### src/rtl/controle_multiciclo.sv
// Multicycle MIPS control unit: Moore FSM driving datapath mux selects and write enables.
// Optional addi support is compiled in when CTRL_ADDI_EN is defined.
module controle_multiciclo #(
    parameter int STATE_W = 4
) (
    input  logic               clk,
    input  logic               rst,
    input  logic [5:0]         opcode,
    input  logic               mem_ready,
    output logic               pc_write,
    output logic               pc_write_cond,
    output logic               iord,
    output logic               mem_read,
    output logic               mem_write,
    output logic               ir_write,
    output logic               mem_to_reg,
    output logic               reg_dst,
    output logic               reg_write,
    output logic               alu_src_a,
    output logic [1:0]         alu_src_b,
    output logic [1:0]         alu_op,
    output logic [1:0]         pc_source,
    output logic               illegal_op,
    output logic [STATE_W-1:0] state
);

    localparam logic [5:0] OP_RTYPE = 6'b000000;
    localparam logic [5:0] OP_LW    = 6'b100011;
    localparam logic [5:0] OP_SW    = 6'b101011;
    localparam logic [5:0] OP_BEQ   = 6'b000100;
    localparam logic [5:0] OP_J     = 6'b000010;
    localparam logic [5:0] OP_ADDI  = 6'b001000;

    typedef enum logic [STATE_W-1:0] {
        FETCH  = STATE_W'(0),
        DECODE = STATE_W'(1),
        MEMADR = STATE_W'(2),
        MEMRD  = STATE_W'(3),
        MEMWB  = STATE_W'(4),
        MEMWR  = STATE_W'(5),
        EXEC   = STATE_W'(6),
        ALUWB  = STATE_W'(7),
        BRANCH = STATE_W'(8),
        JUMP   = STATE_W'(9),
        ADDIEX = STATE_W'(10),
        ADDIWB = STATE_W'(11)
    } state_t;

    state_t state_r;
    state_t state_next_s;

    // State register, forced to FETCH asynchronously by rst.
    always_ff @(posedge clk or posedge rst) begin
        if (rst) begin
            state_r <= FETCH;
        end else begin
            state_r <= state_next_s;
        end
    end

    assign state = state_r;

    // Next-state and Moore output decode; rst overrides every output to 0.
    always_comb begin
        state_next_s  = FETCH;
        pc_write      = 1'b0;
        pc_write_cond = 1'b0;
        iord          = 1'b0;
        mem_read      = 1'b0;
        mem_write     = 1'b0;
        ir_write      = 1'b0;
        mem_to_reg    = 1'b0;
        reg_dst       = 1'b0;
        reg_write     = 1'b0;
        alu_src_a     = 1'b0;
        alu_src_b     = 2'b00;
        alu_op        = 2'b00;
        pc_source     = 2'b00;
        illegal_op    = 1'b0;
        if (rst) begin
            state_next_s = FETCH;
        end else begin
            case (state_r)
                FETCH: begin
                    mem_read  = 1'b1;
                    alu_src_b = 2'b01;
                    // IR and PC commit only on the cycle memory delivers the word.
                    ir_write  = mem_ready;
                    pc_write  = mem_ready;
                    if (mem_ready) begin
                        state_next_s = DECODE;
                    end else begin
                        state_next_s = FETCH;
                    end
                end
                DECODE: begin
                    alu_src_b = 2'b11;
                    case (opcode)
                        OP_RTYPE: state_next_s = EXEC;
                        OP_LW:    state_next_s = MEMADR;
                        OP_SW:    state_next_s = MEMADR;
                        OP_BEQ:   state_next_s = BRANCH;
                        OP_J:     state_next_s = JUMP;
`ifdef CTRL_ADDI_EN
                        OP_ADDI:  state_next_s = ADDIEX;
`endif
                        default: begin
                            state_next_s = FETCH;
                            illegal_op   = 1'b1;
                        end
                    endcase
                end
                MEMADR: begin
                    alu_src_a = 1'b1;
                    alu_src_b = 2'b10;
                    if (opcode == OP_SW) begin
                        state_next_s = MEMWR;
                    end else begin
                        state_next_s = MEMRD;
                    end
                end
                MEMRD: begin
                    mem_read = 1'b1;
                    iord     = 1'b1;
                    if (mem_ready) begin
                        state_next_s = MEMWB;
                    end else begin
                        state_next_s = MEMRD;
                    end
                end
                MEMWB: begin
                    reg_write    = 1'b1;
                    mem_to_reg   = 1'b1;
                    state_next_s = FETCH;
                end
                MEMWR: begin
                    mem_write = 1'b1;
                    iord      = 1'b1;
                    if (mem_ready) begin
                        state_next_s = FETCH;
                    end else begin
                        state_next_s = MEMWR;
                    end
                end
                EXEC: begin
                    alu_src_a    = 1'b1;
                    alu_op       = 2'b10;
                    state_next_s = ALUWB;
                end
                ALUWB: begin
                    reg_write    = 1'b1;
                    reg_dst      = 1'b1;
                    state_next_s = FETCH;
                end
                BRANCH: begin
                    alu_src_a     = 1'b1;
                    alu_op        = 2'b01;
                    pc_write_cond = 1'b1;
                    pc_source     = 2'b01;
                    state_next_s  = FETCH;
                end
                JUMP: begin
                    pc_write     = 1'b1;
                    pc_source    = 2'b10;
                    state_next_s = FETCH;
                end
`ifdef CTRL_ADDI_EN
                ADDIEX: begin
                    alu_src_a    = 1'b1;
                    alu_src_b    = 2'b10;
                    state_next_s = ADDIWB;
                end
                ADDIWB: begin
                    reg_write    = 1'b1;
                    state_next_s = FETCH;
                end
`endif
                default: begin
                    state_next_s = FETCH;
                end
            endcase
        end
    end

endmodule

### config.mk
export PLATFORM = sky130hd
export DESIGN_NAME = controle_multiciclo
export DESIGN_NICKNAME = d
export VERILOG_FILES = /design/src/rtl/controle_multiciclo.sv
export SDC_FILE = /design/constraint.sdc
export NUM_CORES = 1
export LEC_CHECK = 0
export BUFFER_PORTS_ARGS = -buffer_cell sky130_fd_sc_hd__buf_4
export CORE_AREA = 2 2 39 41
export DETAILED_ROUTE_END_ITERATION = 10
export DIE_AREA = 0 0 41 43
export GPL_ROUTABILITY_DRIVEN = 0
export PLACE_DENSITY = 0.7
export RECOVER_POWER = 100
export SYNTH_ARGS = -nofsm -noshare
export SYNTH_HDL_FRONTEND = slang
export SYNTH_SLANG_ARGS = --single-unit
### constraint.sdc
create_clock -name clk -period 2.3 [get_ports clk]
set_input_delay 0.69 -clock clk [delete_from_list [all_inputs] [get_ports clk]]
set_output_delay 0.69 -clock clk [all_outputs]
set_load 0.1 [all_outputs]
==> results.txt, run 1 <==
----------------------------------------------------
[Logic synthesis]
  Top post-synthesis cells by count ... 7 x sky130_fd_sc_hd__nor2_1, 6 x sky130_fd_sc_hd__and3_1, 6 x sky130_fd_sc_hd__clkbuf_1, 6 x sky130_fd_sc_hd__nor3_1, 5 x sky130_fd_sc_hd__a21oi_1
  Sequential share of the synthesized area ... 19.2%
  Post-synthesis cell count ... 73
  Cell types with the largest area share after synthesis ... sky130_fd_sc_hd__dfrtp_1 19%, sky130_fd_sc_hd__and3_1 7.2%, sky130_fd_sc_hd__nor3_1 5.8%
  Count of synthesis-stage warnings from yosys ... 0
  Cell type contributing the most total cell area after synthesis ... sky130_fd_sc_hd__dfrtp_1
  Fraction of post-synthesis cell area in the top cell type by area ... 19.2%
  Post-synthesis instance area ... 520 sq um
  Count of cell types in the netlist ... 32
  Synthesized flop and latch total ... 4
  Per-instance average area after synthesis ... 7.13 sq um
  EDFF count, synth ... 0
  Proportion of synthesized flip-flops having asynchronous set or reset ... 100%
  Most used standard cell by instance count after synthesis ... sky130_fd_sc_hd__nor2_1
  Flip-flop cell with the highest count after synthesis ... sky130_fd_sc_hd__dfrtp_1
  Syn nets ... 82

[Finish]
  Filler cell count ... 98
  Area growth from synthesis to layout ... 116%
  Layout cell share with drive strength beyond 1 ... a little over two thirds
  NumNets Final ... 126
  Max reg flops ... 4
  Number of diodes ... 0

[Clocking]
  CTS Sinks ... 4
  CTS tree ... built
  Root Buffer ... sky130_fd_sc_hd__clkbuf_4
  TritonCTS Buffers ... 3
  # H-tree levels ... 1
  Hold buffer count at cts ... 0
  Longest Clk Path Bufs ... 2
  Post-CTS clock slew at the launch and capture registers of the worst setup and hold paths ... 0.04 ns
  Clock latency reported for the late side of the worst-skew pair ... 0.23 ns

[Outcome]
  Violated checks ... negative setup slack
  Result of the run ... complete, but fails checks

[Timing]
  Accumulated negative setup slack ... -0.0138 ns
  Max_slew headroom ... 67.6%
  # setup viols final ... 1
  Number of hold violations in the final report ... 0
  Setup repair after global routing missed its margin ... true
  Worst hold margin ... 0.689 ns
  Final critical-path required period ... 2.31 ns
  Worst Skew ... around 0.003 ns
  Final Worst Setup Slack ... -0.0138 ns
  FMAX ... 0.432 GHz
  Final worst-path cycle share ... 101%
  Number of pins with negative max-slew slack in the final report ... 0
  Actual slew at the worst max-slew pin ... 0.479 ns

[Setup path]
  CP bufs+invs ... 2
  Top fanout value on the critical path ... 2
  Crit-path slowest cell ... sky130_fd_sc_hd__a2111o_1
  Top delay family on crit path ... compound AO/OA/AOI/OAI gates
  Setup crit end kind ... primary output
  Arrival @ worst endpoint ... 1.62 ns
  Sequence of cells on the critical path ... buf_4, a2111o_1, a21oi_2, nor3_4, buf_12
  Largest stage delay on the critical path ... between 0.4 and 0.5 ns
  WP data required ... 1.61 ns
  Reg2Reg Setup Slack ... 0.34 ns
  Crit path kind ... input pin to primary output
  Startpoint type of the worst setup path ... input pin

[Floorplan]
  Height of the chip ... 43 um
  CORE AREA ... 1380 sq um
  Horiz. Die Dim ... 41 um
  Floorplan die area ... 1760 sq um
  Number of top-level design ports ... 30
  FP Rows ... 14
  Effective utilization at floorplan ... between 30% and 40%

[Placed design]
  Count of port buffers added during placement ... 29
  Post-DP HPWL ... 1.36 mm

[Job]
  Number of maximum-capacitance constraint violations ... 0

[Min path]
  Class of the tightest hold or removal check ... input pin to asynchronous set/reset pin

[Route]
  Number of detailed-routing iterations run before antenna repair ... 4
  DRT Wirelength ... 1.93 mm
  Vias per inst ... slightly below 6
  DRC marker count from the first detailed-route iteration ... 9
  DRC errors left ... 0
  Final ANT Viol Nets ... 0
  Wirelength per Cell ... around 15 um
  Via Count ... 756

[Power]
  Pwr per Cell Area ... 345 nW/um^2
  Static Leak ... 0.454 nW
  Worst VDD drop ... 0.202 mV

[Global routing]
  First-pass GRT wire length ... between 2 and 3 mm
  Maximum number of pins on one net before global-route repair ... 16
  Overflow left after global routing ... 0
  Total global-route track usage ... between 20 and 25%
  Number of antenna violations at the first check in global routing ... 0
  Number of global-route vias before repair ... 727

----------------------------------------------------
## power by group
| group | switching [mW] | leakage, nW | internal, mW |
|---|---|---|---|
| clock | 0.0260 | 0.0138 | 0.0582 |
| sequential | 0.00919 | 0.0473 | 0.0748 |
| combinational | 0.140 | 0.393 | 0.0794 |
| total | 0.175 | 0.454 | 0.212 |
## final cells by class
class / count / area [sq um] / area share, %
multi-input cells: 60 / 551 / 48.9
repair buffers: 47 / 410 / 36.5
flip-flops and latches: 4 / 115 / 10.2
clock buffers: 3 / 22.5 / 2.00
well taps: 16 / 20.0 / 1.78
inverters: 1 / 6.26 / 0.556
## layout by cell type, fill, tap and decap left out, types with 2 or more instances in the layout
cell type	instances
sky130_fd_sc_hd__dfrtp_4	4
sky130_fd_sc_hd__nand3b_1	2
sky130_fd_sc_hd__o211ai_1	2
sky130_fd_sc_hd__xnor2_1	2
sky130_fd_sc_hd__nor3_4	5
sky130_fd_sc_hd__buf_6	4
sky130_fd_sc_hd__a21oi_1	3
sky130_fd_sc_hd__clkbuf_1	2
sky130_fd_sc_hd__nor2_2	2
sky130_fd_sc_hd__a21oi_2	2
sky130_fd_sc_hd__buf_12	4
sky130_fd_sc_hd__clkbuf_4	3
sky130_fd_sc_hd__nor2_1	2
sky130_fd_sc_hd__and3_2	5
sky130_fd_sc_hd__nand2_1	2
sky130_fd_sc_hd__a31oi_1	2
sky130_fd_sc_hd__nor2_4	3
sky130_fd_sc_hd__buf_4	37
sky130_fd_sc_hd__nand2_2	2
## cell families (layout without fill, tap and decap cells)
kind of cell | after synthesis | after routing | share of synthesized area [%]
xor+xnor | 3 | 3 | 5.05
buf+inv | 9 | 51 | 7.93
flops | 4 | 4 | 19.2
simple gates | 42 | 42 | 48.1
compound gates | 15 | 15 | 19.7
## tightest hold or removal path: stages
cell	delay, ns
sky130_fd_sc_hd__buf_4	0.14
sky130_fd_sc_hd__buf_4	0.18
sky130_fd_sc_hd__inv_4	0.06
sky130_fd_sc_hd__clkbuf_1	0.21
## layer usage
| layer | routed length, um | track usage, % | vias to the layer above |
|---|---|---|---|
| met2 | 1070 | 38.4 | 27 |
| met4 | 9 | 11.3 | 0 |
| met3 | 85 | 5.24 | 2 |
| met5 | 0 | 0 | - |
| met1 | 761 | 29.6 | 368 |
| li1 | - | - | 359 |
## metrics by stage
stage	area, sq um	power [mW]	util, %	instances	worst slack, ns
5_1_grt	1120	0.408	81.3	131	-0.0431
6_report	1120	0.388	81.3	131	-0.0138
2_1_floorplan	783	0.235	-	73	-0.719
4_1_cts	1070	0.383	77.0	129	-0.0167
3_5_place_dp	985	0.284	71.2	126	-0.128
3_3_place_gp	985	0.281	71.2	126	-0.111
## timing repair
item                                    4_1_cts  5_1_grt
pin swaps                                     3        1
endpoints found under the setup margin       10       12
resized for setup                            14       11
hold endpoints to repair                      0        0
buffers inserted                              0        2
## path summary, 6_finish.rpt
path | from | end | cells after the start
min in group clk | state[3] | state[2] | 2
hold / removal | rst | state[2] | 4
hold reg to reg | state[3] | state[2] | 2
setup / recovery | opcode[1] | illegal_op | 5
max in group asynchronous | rst | state[1] | 4
setup reg to reg | state[2] | state[2] | 4
Power figures use the tool's default switching activity.
==> run 2: changes to the inputs <==
CTS_CLUSTER_SIZE = 28   (was unset)
SETUP_SLACK_MARGIN = 0.4   (was unset)
==> run 2 against run 1 <==
  * The flow now stops in clock tree synthesis
  * Synthesized area unchanged
  * Synthesized cell count did not move
==> results.txt, run 2 <==
----------------------------------------------------
[Logic synthesis]
  Proportion of synthesized flip-flops having asynchronous set or reset ... 100% (unchanged)
  Fraction of post-synthesis cell area in the top cell type by area ... 19.2% (unchanged)
  Top post-synthesis cells by count ... 7 x sky130_fd_sc_hd__nor2_1, 6 x sky130_fd_sc_hd__and3_1, 6 x sky130_fd_sc_hd__clkbuf_1, 6 x sky130_fd_sc_hd__nor3_1, 5 x sky130_fd_sc_hd__a21oi_1
  Most used standard cell by instance count after synthesis ... sky130_fd_sc_hd__nor2_1
  Per-instance average area after synthesis ... 7.13 sq um (unchanged)
  Count of synthesis-stage warnings from yosys ... 0 (unchanged)
  Post-synthesis cell count ... 73 (unchanged)
  Flip-flop cell with the highest count after synthesis ... sky130_fd_sc_hd__dfrtp_1
  Post-synthesis instance area ... 520 sq um (unchanged)
  Cell type contributing the most total cell area after synthesis ... sky130_fd_sc_hd__dfrtp_1
  Count of cell types in the netlist ... 32 (unchanged)
  EDFF count, synth ... 0 (unchanged)
  Cell types with the largest area share after synthesis ... sky130_fd_sc_hd__dfrtp_1 19%, sky130_fd_sc_hd__and3_1 7.2%, sky130_fd_sc_hd__nor3_1 5.8%
  Sequential share of the synthesized area ... 19.2% (unchanged)
  Syn nets ... 82 (unchanged)
  Synthesized flop and latch total ... 4 (unchanged)

[Floorplan]
  FP Rows ... 14 (unchanged)
  Effective utilization at floorplan ... 37.6% (unchanged)
  Horiz. Die Dim ... 41 um (unchanged)
  Number of top-level design ports ... 30 (unchanged)
  Height of the chip ... 43 um (unchanged)

[Placed design]
  Post-DP HPWL ... 1.28 mm (-5.7%)
  Count of port buffers added during placement ... 29 (unchanged)

[Outcome]
  Stage where the run ended ... clock tree synthesis
  Result of the run ... stopped before the end
  Error msg ... [ERROR DPL-0038] Utilization greater than 100%, impossible to legalize

[Clocking]
  Post-CTS setup buffer count ... 17 (+17)
  Root Buffer ... sky130_fd_sc_hd__clkbuf_4
  Longest Clk Path Bufs ... 2 (unchanged)
  TritonCTS Buffers ... 3 (unchanged)
  Number of resized instances in the post-cts repair step ... 97 (+83)
  # H-tree levels ... 1 (unchanged)
  Hold buffer count at cts ... 0 (unchanged)
  CTS Sinks ... 4 (unchanged)

----------------------------------------------------
-- run 2: cell families after synthesis --
kind of cell	count (synthesis)	share of synthesized area, %
AOI/OAI and AO/OA	15	19.7
buffers and inverters	9	7.93
DFF	4	19.2
and+or+nand+nor	42	48.1
xor gates and xnor gates	3	5.05
-- run 2: metrics by stage --
| stage | util (%) | setup WS (ns) | area, sq um | TNS, ns | instances |
|---|---|---|---|---|---|
| floorplan | - | -0.719 | 787 | -5.18 | 73 |
| detailed placement | 70.3 | -0.111 | 973 | -0.276 | 124 |
| global placement | 70.3 | -0.105 | 973 | -0.185 | 124 |
==> run 3: changes to the inputs <==
CORE_AREA = 2 2 63 65   (was 2 2 39 41)
CTS_CLUSTER_SIZE = unset   (was 28)
DIE_AREA = 0 0 65 67   (was 0 0 41 43)
PLACE_DENSITY = unset   (was 0.7)
PLACE_DENSITY_LB_ADDON = 0.15   (was unset)
SETUP_SLACK_MARGIN = unset   (was 0.4)
==> run 3 against run 2 <==
  * The flow now finishes, with violations (negative setup slack)
==> results.txt, run 3 (synthesized netlist as in run 1, its figures left out) <==
----------------------------------------------------
[Power]
  Switching share of total power ... 40.5%
  Worst VDD drop ... 0.122 mV
  Clk network pwr share ... 32.6%
  Static Leak ... 0.442 nW
  Portion of total power attributed to sequential cells ... 19.5%
  Switching pwr ... 0.178 mW
  Combinational Power Share ... 47.9%
  Pwr per Cell Area ... around 380 nW/um^2
  Cell-internal power ... 0.261 mW

[Timing]
  FMAX ... 0.435 GHz
  Final critical-path required period ... 2.30 ns
  Number of hold violations in the final report ... 0
  # setup viols final ... 1
  Final worst-path cycle share ... 100%
  Number of pins with negative max-slew slack in the final report ... 0
  Worst Skew ... 0.00181 ns
  Actual slew at the worst max-slew pin ... 0.542 ns
  Setup repair after global routing missed its margin ... true
  Final Worst Setup Slack ... -0.00147 ns
  Accumulated negative setup slack ... -0.00147 ns
  Worst hold margin ... 0.631 ns
  Max_slew headroom ... 64.0%

[Finish]
  Filler cell count ... 388
  Highest-count cells in the layout ignoring fill and taps ... 26 x sky130_fd_sc_hd__buf_4, 6 x sky130_fd_sc_hd__buf_6, 5 x sky130_fd_sc_hd__nor3_4, 5 x sky130_fd_sc_hd__and3_2, 5 x sky130_fd_sc_hd__clkbuf_2
  Max reg flops ... 4
  Layout cell share with drive strength beyond 1 ... between 60% and 70%
  Post-route standard cell area excluding fillers ... 1140 sq um
  NumNets Final ... 126
  Most frequent standard cell in the layout excluding fill and tap cells ... sky130_fd_sc_hd__buf_4
  Area growth from synthesis to layout ... 120%
  Number of diodes ... 0

[Clocking]
  CTS Sinks ... 4 (unchanged)
  # H-tree levels ... 1 (unchanged)
  Clock latency reported for the late side of the worst-skew pair ... approximately 0.21 ns
  Post-CTS clock slew at the launch and capture registers of the worst setup and hold paths ... 0.03 ns
  CTS tree ... built
  Root Buffer ... sky130_fd_sc_hd__clkbuf_8
  Longest Clk Path Bufs ... 2 (unchanged)
  Hold buffer count at cts ... 0 (unchanged)
  TritonCTS Buffers ... 3 (unchanged)

[Floorplan]
  Horiz. Die Dim ... 65 um (+59%)
  Height of the chip ... 67 um (+56%)
  FP Rows ... 22 (+8)
  CORE AREA ... between 3000 and 4000 sq um
  Floorplan die area ... 4360 sq um
  Effective utilization at floorplan ... 14.4% (-23 points)
  Number of top-level design ports ... 30 (unchanged)

[Outcome]
  Result of the run ... complete, but fails checks
  Violated checks ... negative setup slack

[Placed design]
  Count of port buffers added during placement ... 29 (unchanged)
  Post-DP HPWL ... 1.59 mm (+24%)
  Placed instance area ... 1040 sq um (+6.8%)

[Global routing]
  Maximum number of pins on one net before global-route repair ... 14
  First-pass GRT wire length ... 3.27 mm
  Overflow left after global routing ... 0
  Total global-route track usage ... 9.74%
  Number of global-route vias before repair ... 691
  Number of antenna violations at the first check in global routing ... 0

[Setup path]
  Crit path kind ... input pin to primary output
  Sequence of cells on the critical path ... buf_4, a2111o_1, a21oi_2, nor3_4, buf_12
  CP bufs+invs ... 2
  Largest stage delay on the critical path ... 0.41 ns
  WP data required ... 1.61 ns
  Endpoint of the worst-slack reg-to-reg timing path ... state[2]
  Launching instance or port of the critical path ... opcode[2]
  Startpoint type of the worst setup path ... input pin
  Setup crit end kind ... primary output
  Startpoint of the most critical register-to-register path ... state[2]
  Arrival @ worst endpoint ... 1.61 ns
  Crit-path slowest cell ... sky130_fd_sc_hd__a2111o_1
  Reg2Reg Setup Slack ... 0.36 ns
  Top delay family on crit path ... compound AO/OA/AOI/OAI gates
  Top fanout value on the critical path ... 2
  R2R depth ... 4

[Job]
  Number of maximum-capacitance constraint violations ... 0

[Min path]
  Class of the tightest hold or removal check ... input pin to asynchronous set/reset pin

[Route]
  Via Count ... 710
  DRC marker count from the first detailed-route iteration ... 15
  Vias per inst ... 4.36
  Final ANT Viol Nets ... 0
  Wirelength per Cell ... 12.1 um
  Number of detailed-routing iterations run before antenna repair ... 3
  DRC errors left ... 0
  DRT Wirelength ... roughly 2 mm

----------------------------------------------------
run 3: tightest hold or removal path, stage by stage:
cell and delay (ns):
sky130_fd_sc_hd__buf_4 0.13, sky130_fd_sc_hd__clkbuf_1 0.13, sky130_fd_sc_hd__inv_4 0.06, sky130_fd_sc_hd__clkbuf_1 0.18
run 3: final cells by class:
cell class / count / area (sq um) / area share [%]
Timing Repair Buffer: 47 / 404 / 35.3
Sequential cell: 4 / 115 / 10.1
Tap cell: 48 / 60.1 / 5.25
Clock buffer: 3 / 41.3 / 3.61
Inverter: 1 / 6.26 / 0.546
Multi-Input combinational cell: 60 / 518 / 45.2
run 3: power by group through the flow:
stage               Combinational (mW)  Clock, mW  Sequential [mW]
floorplan                        0.138          0           0.0966
global placement                 0.199          0           0.0861
detailed placement               0.200          0           0.0862
CTS                              0.213      0.148           0.0852
global route                     0.222      0.153           0.0868
finish                           0.211      0.143           0.0855
run 3: worst max path at each step:
| stage | to | slack, ns | depth (start not counted) |
|---|---|---|---|
| 2_1_floorplan | alu_op[0] | -0.72 | 6 |
| 3_3_place_gp | illegal_op | -0.11 | 5 |
| 3_5_place_dp | illegal_op | -0.12 | 5 |
| 4_1_cts | illegal_op | -0.01 | 5 |
| 5_1_grt | illegal_op | -0.03 | 6 |
| 6_report | illegal_op | -0.001 | 5 |
run 3: timing repair:
item / in CTS / in global routing
hold endpoints to repair: 0 / 0
gates resized for setup: 14 / 12
setup endpoints to repair: 8 / 9
buffers inserted: 0 / 0
pin swaps: 2 / 0
run 3: per-layer routing:
metal	up-vias	track usage, %	part of all wire [%]
li1	356	-	-
met1	337	12.4	47
met2	17	16.6	49
met3	0	1.01	3.2
met4	0	3.99	0
met5	-	0	0
run 3: through the flow:
stage | setup slack (ns) | total power [mW] | utilization, % | std cells
6_report | -0.00147 | 0.439 | 31.7 | 163
5_1_grt | -0.0284 | 0.462 | 31.7 | 163
4_1_cts | -0.0130 | 0.446 | 31.5 | 163
3_5_place_dp | -0.120 | 0.287 | 28.8 | 160
3_3_place_gp | -0.112 | 0.285 | 28.8 | 160
2_1_floorplan | -0.719 | 0.235 | - | 73
